### config.mk
export PLATFORM = sky130hd
export DESIGN_NAME = pos_pattern_detect
export DESIGN_NICKNAME = d
export VERILOG_FILES = /design/src/rtl/pos_pkg.sv /design/src/rtl/pos_match.sv /design/src/rtl/pos_pattern_detect.sv
export SDC_FILE = /design/constraint.sdc
export NUM_CORES = 1
export LEC_CHECK = 0
export ABC_AREA = 0
export ABC_CLOCK_PERIOD_IN_PS = 1940
export BUFFER_PORTS_ARGS = -buffer_cell sky130_fd_sc_hd__buf_2
export CORE_ASPECT_RATIO = 0.7
export CORE_MARGIN = 3
export CORE_UTILIZATION = 30
export CTS_BUF_LIST = sky130_fd_sc_hd__clkbuf_8
export CTS_CLUSTER_DIAMETER = 200
export DETAILED_ROUTE_END_ITERATION = 16
export GPL_ROUTABILITY_DRIVEN = 0
export GPL_TIMING_DRIVEN = 0
export SLEW_MARGIN = 10
export SYNTH_ARGS = -nofsm -noshare
export SYNTH_HDL_FRONTEND = slang
export SYNTH_SLANG_ARGS = --single-unit
### constraint.sdc
create_clock -name iclk -period 1.94 [get_ports iclk]
set_clock_uncertainty 0.05 [all_clocks]
set_input_delay 0.194 -clock iclk [delete_from_list [all_inputs] [get_ports iclk]]
set_output_delay 0.194 -clock iclk [all_outputs]
set_load 0.01 [all_outputs]
### src/rtl/pos_pkg.sv
// Constants and helpers shared by every block that produces or consumes
// the four 20-bit position words.
package pos_pkg;

  localparam int POS_W = 20;

  localparam logic [POS_W-1:0] P0 = 20'h96A5A;
  localparam logic [POS_W-1:0] P1 = 20'hF0E5A;
  localparam logic [POS_W-1:0] P2 = 20'hAAA5A;
  localparam logic [POS_W-1:0] P3 = 20'h5565A;

  typedef enum logic {
    SEARCH = 1'b0,
    LOCKED = 1'b1
  } state_t;

  typedef struct packed {
    logic       hit;
    logic [1:0] code;
  } match_t;

  // The words are all distinct, so the first exact match is the only one.
  function automatic match_t match_word(input logic [POS_W-1:0] word);
    match_t m;
    m.hit  = 1'b0;
    m.code = 2'b00;
    case (word)
      P0: begin m.hit = 1'b1; m.code = 2'd0; end
      P1: begin m.hit = 1'b1; m.code = 2'd1; end
      P2: begin m.hit = 1'b1; m.code = 2'd2; end
      P3: begin m.hit = 1'b1; m.code = 2'd3; end
      default: ;
    endcase
    return m;
  endfunction

endpackage

### src/rtl/pos_match.sv
// Combinational exact compare of one 20-bit window against the position words.
module pos_match
  import pos_pkg::*;
(
  input  logic [POS_W-1:0] word,
  output logic             hit,
  output logic [1:0]       code
);

  match_t m;

  assign m    = match_word(word);
  assign hit  = m.hit;
  assign code = m.code;

endmodule

### src/rtl/pos_pattern_detect.sv
// Serial position-word detector: finds the 20-bit words in an MSB-first
// bitstream, tracks frame alignment and reports recovered select codes.
module pos_pattern_detect
  import pos_pkg::*;
#(
  parameter int MISS_LIMIT = 3,
  parameter int MCNT_W     = 8
) (
  input  logic              iclk,
  input  logic              irst,
  input  logic              bit_in,
  input  logic              bit_vld,
  output logic              det_vld,
  output logic [1:0]        det_sel,
  output logic              det_err,
  output logic              locked,
  output logic [MCNT_W-1:0] good_cnt
);

  state_t           state;
  state_t           state_next;
  logic [POS_W-1:0] sr;
  logic [POS_W-1:0] window;
  logic [4:0]       fill;
  logic [4:0]       frame_cnt;
  logic [4:0]       frame_next;
  logic [3:0]       miss_cnt;
  logic [3:0]       miss_next;
  logic [3:0]       miss_inc;
  logic             fill_full;
  logic             boundary;
  logic             hit;
  logic [1:0]       code;
  logic             vld_next;
  logic             err_next;

  // Compare against what sr will hold once the current bit is shifted in.
  assign window    = {sr[POS_W-2:0], bit_in};
  assign fill_full = (fill >= 5'(POS_W - 1));
  assign boundary  = (frame_cnt == 5'(POS_W - 1));
  assign miss_inc  = miss_cnt + 4'd1;
  assign locked    = (state == LOCKED);

  pos_match u_match (
    .word (window),
    .hit  (hit),
    .code (code)
  );

  always_comb begin
    state_next = state;
    frame_next = frame_cnt;
    miss_next  = miss_cnt;
    if (bit_vld) begin
      case (state)
        SEARCH: begin
          if (fill_full && hit) begin
            state_next = LOCKED;
            frame_next = 5'd0;
            miss_next  = 4'd0;
          end
        end
        LOCKED: begin
          if (boundary) begin
            frame_next = 5'd0;
            if (hit) begin
              miss_next = 4'd0;
            end else if (miss_inc == 4'(MISS_LIMIT)) begin
              state_next = SEARCH;
              miss_next  = 4'd0;
            end else begin
              miss_next = miss_inc;
            end
          end else begin
            frame_next = frame_cnt + 5'd1;
          end
        end
        default: state_next = SEARCH;
      endcase
    end
  end

  always_comb begin
    vld_next = 1'b0;
    err_next = 1'b0;
    if (bit_vld) begin
      case (state)
        SEARCH: vld_next = fill_full && hit;
        LOCKED: begin
          vld_next = boundary && hit;
          err_next = boundary && !hit;
        end
        default: ;
      endcase
    end
  end

  always_ff @(posedge iclk) begin
    if (irst) begin
      state     <= SEARCH;
      sr        <= '0;
      fill      <= 5'd0;
      frame_cnt <= 5'd0;
      miss_cnt  <= 4'd0;
      det_vld   <= 1'b0;
      det_err   <= 1'b0;
      det_sel   <= 2'b00;
      good_cnt  <= '0;
    end else begin
      state     <= state_next;
      frame_cnt <= frame_next;
      miss_cnt  <= miss_next;
      det_vld   <= vld_next;
      det_err   <= err_next;
      if (bit_vld) begin
        sr <= window;
        if (fill != 5'(POS_W)) fill <= fill + 5'd1;
      end
      if (vld_next) det_sel <= code;
      if (vld_next && (good_cnt != '1)) good_cnt <= good_cnt + MCNT_W'(1);
    end
  end

endmodule

==> metrics.cfg <==
[clocking]
clkTransAtPathRegs_ps = 80
numCtsBuffers = 5
cts_tree = done
cts_sinks = 46
clockBufferDepth = 2
htree_levels = 2
root_buffer = clkbuf_8
postCtsHoldBufs = 0
insertion_delay_ps = 310

[hold_path]
holdPathStages = 3
worstHoldStart = bit_in
holdPathEnd = sr[0]$_SDFFE_PP0P_
hold_class = in2reg

[worst_setup_path]
worstPathRequired_ps = 2130
r2r_end = good_cnt[5]$_SDFFE_PP0P_
crit_start = sr[15]$_SDFFE_PP0P_
cp-end-kind = flip-flop
path_class = reg2reg
regToRegSetupSlack_ps = -160
crit_chain = nand4bb_4 -> a2111oi_4 -> a22oi_2 -> buf_4 -> or4_4 -> a21oi_1
arrival_ps = 2290
critPathMaxFanout = 4
timing.rr.start = sr[15]$_SDFFE_PP0P_
cp_top_family = compound AO/OA/AOI/OAI gates
start_kind = flip-flop
cpMaxStageDelayCell = or4_4
slowest_delay_ps = 460
r2r_cells = 6
crit_buf_inv = 1

[placed_design]
hpwl_um = 3990
portBuffers = 15
dpl-instance-area_um2 = 2630
dp_cells = 373
pre_cts_slack_ps = -374

[synth]
ys_seq_area_share_pct = 37.9
synth_commonest_cells = dfxtp_1, nor2_1, mux2i_1, inv_1, nand3_1
synth.distinct_cells = 57
synth_nets = 270
yosysTopAreaCellShare_pct = 37.9
synth_top_area_cell = dfxtp_1
syn_inst = 260
synth-edff-count = 0
post-synth-top-count-cell = dfxtp_1
synthTopCellsByArea = dfxtp_1, mux2i_1, nor2_1
synthFlopType = dfxtp_1
syn_area_per_cell_um2 = 9.34
synthArstFlopShare_pct = 0
syn_area_um2 = 2430
ys_ff_latch = 46
ys_warn_count = 0

[global_routing]
antenna_found_initial = 0
overflow = 0
grt_pass1_vias = 2002
grt.total_usage_pct = 13.8
grt_max_degree = 14
grt_first_pass_wirelength_um = 10100

[drt]
drt_iter0_markers = 92
firstDrtPassIters = 5
wl_um = 6120
viasPerCell = 5.32
wl_per_cell_um = 15.5
drcViolationCount = 0
vias = 2103
antenna_left = 0

[layout]
fin_util_pct = 41.9
final_area_um2 = 3180
fin_cells = 395
n_antenna_cell = 0
nets = 306
drive_above_1_share_pct = 33.0
syn_to_final_growth_pct = 30.9

[sta]
layout_min_cycle_time_ps = 2100
slew_headroom_pct = 52.7
setup_ws_ps = -155
tightest_slew_ps = 709
rsz0062_at_grt = yes
maxSlewViolCount = 0
post-route-period-util_pct = 108
timing.fmax_mhz = 477
setup-violations-final = 13
hold_viol = 0

[die]
die-area_um2 = 9220
io_pins = 17
fp-row-count = 26
die_y_um = 81.3
core_um2 = 7580
fp.dieW_um = 114
start_util_pct = 32.0

[power]
pwr-share-clk_pct = 40.2
internal_power_w = 0.00136
p_sw_share_pct = 23.1
seqPwrFrac_pct = 54.3
comb_power_share_pct = 5.5
power_density_nw_per_um2 = 556
switchingPower_w = 0.000409
peakVddDrop_uv = 275
cellLeakagePower_nw = 1.15

[status]
outcome = finished with violations
violations = setup timing

[job]
maxCapViolCount = 0

layout by cell type, fill, tap and decap left out, drive strengths merged, types with 3 or more instances in the layout:
master	Yosys	final
nand4bb	6	6
o31ai	5	5
nor3	7	7
dfxtp	46	46
nor2b	7	7
mux2	5	5
clkbuf	7	12
nor3b	4	4
a22oi	4	4
o21ai	10	10
nor4	8	8
and2	3	3
or4	3	3
nand3	12	12
buf	2	31
mux2i	20	20
nand4	4	4
inv	13	15
ha	6	6
o211ai	3	3
a311oi	3	3
nor2	37	37
nand2	7	7
a21oi	9	9
cells by family after synthesis:
group / share of synthesized area [%]
mux: 10.6
flops: 37.9
simple gates: 26.7
xor+xnor: 1.08
compound gates: 15.2
buf+inv: 5.46
fa+ha+maj: 3.09
worst min-delay path, delay by kind of cell:
family / cells / cell delay (ps)
mux: 1 / 60
buf+inv: 1 / 90
simple gates: 1 / 80
layer usage:
layer / GRT usage [%] / routed length, um / vias to the layer above / share of wire, %
met5: 0 / 0 / - / 0
met1: 20.1 / 3210 / 1027 / 52
met4: 3.72 / 58 / 0 / 0.95
li1: - / - / 1031 / -
met2: 20.0 / 2600 / 38 / 43
met3: 3.35 / 245 / 7 / 4.0
power groups by stage:
| stage | sequential, W | clock, W | combinational (W) |
|---|---|---|---|
| after global routing | 0.000961 | 0.000767 | 0.000106 |
| after CTS | 0.000959 | 0.000727 | 0.0000922 |
| after floorplan | 0.000979 | 0 | 0.0000654 |
| after global placement | 0.000980 | 0 | 0.0000858 |
| final | 0.000959 | 0.000711 | 0.0000967 |
| after detailed placement | 0.000981 | 0 | 0.0000871 |
how the worst max path moves through the flow:
stage                                           to  slack [ps]  cells after the start
after floorplan           good_cnt[7]$_SDFFE_PP0P_         -20                      6
after global placement    good_cnt[4]$_SDFFE_PP0P_        -330                      6
after detailed placement  good_cnt[4]$_SDFFE_PP0P_        -370                      6
after CTS                 good_cnt[5]$_SDFFE_PP0P_        -150                      6
after global routing      good_cnt[5]$_SDFFE_PP0P_        -240                      6
final                     good_cnt[5]$_SDFFE_PP0P_        -160                      6
cell type report:
class | instances | area [um^2]
Buffer | 10 | 80.1
Clock buffer | 5 | 68.8
Clock inverter | 3 | 37.5
Fill cell | 741 | 4400
Inverter | 14 | 52.6
Multi-Input combinational cell | 190 | 1660
Sequential cell | 46 | 943
Tap cell | 98 | 123
Timing Repair Buffer | 29 | 208
repair_timing:
action                                  in CTS  in global routing
resized for setup                           29                 39
endpoints found under the setup margin      18                 21
setup buffers                                9                  5
gates cloned                                 0                  0
pin swaps                                   12                 18
flip-flops by register name (all words and copies together), names as in the netlist:
| register | flops |
|---|---|
| miss_cnt | 4 |
| sr | 19 |
| good_cnt | 8 |
| det_vld | 1 |
| det_sel | 2 |
| det_err | 1 |
| fill | 5 |
| frame_cnt | 5 |
| locked | 1 |
stage by stage:
| stage | setup TNS [ps] | total power (W) | hold slack, ps |
|---|---|---|---|
| after floorplan | -18.8 | 0.00104 | 292 |
| after global placement | -2320 | 0.00107 | 399 |
| after detailed placement | -2970 | 0.00107 | 419 |
| after CTS | -980 | 0.00178 | 93.1 |
| after global routing | -2270 | 0.00183 | 110 |
| final | -917 | 0.00177 | 95.9 |
Note: power is estimated with default switching activity, not from simulation.
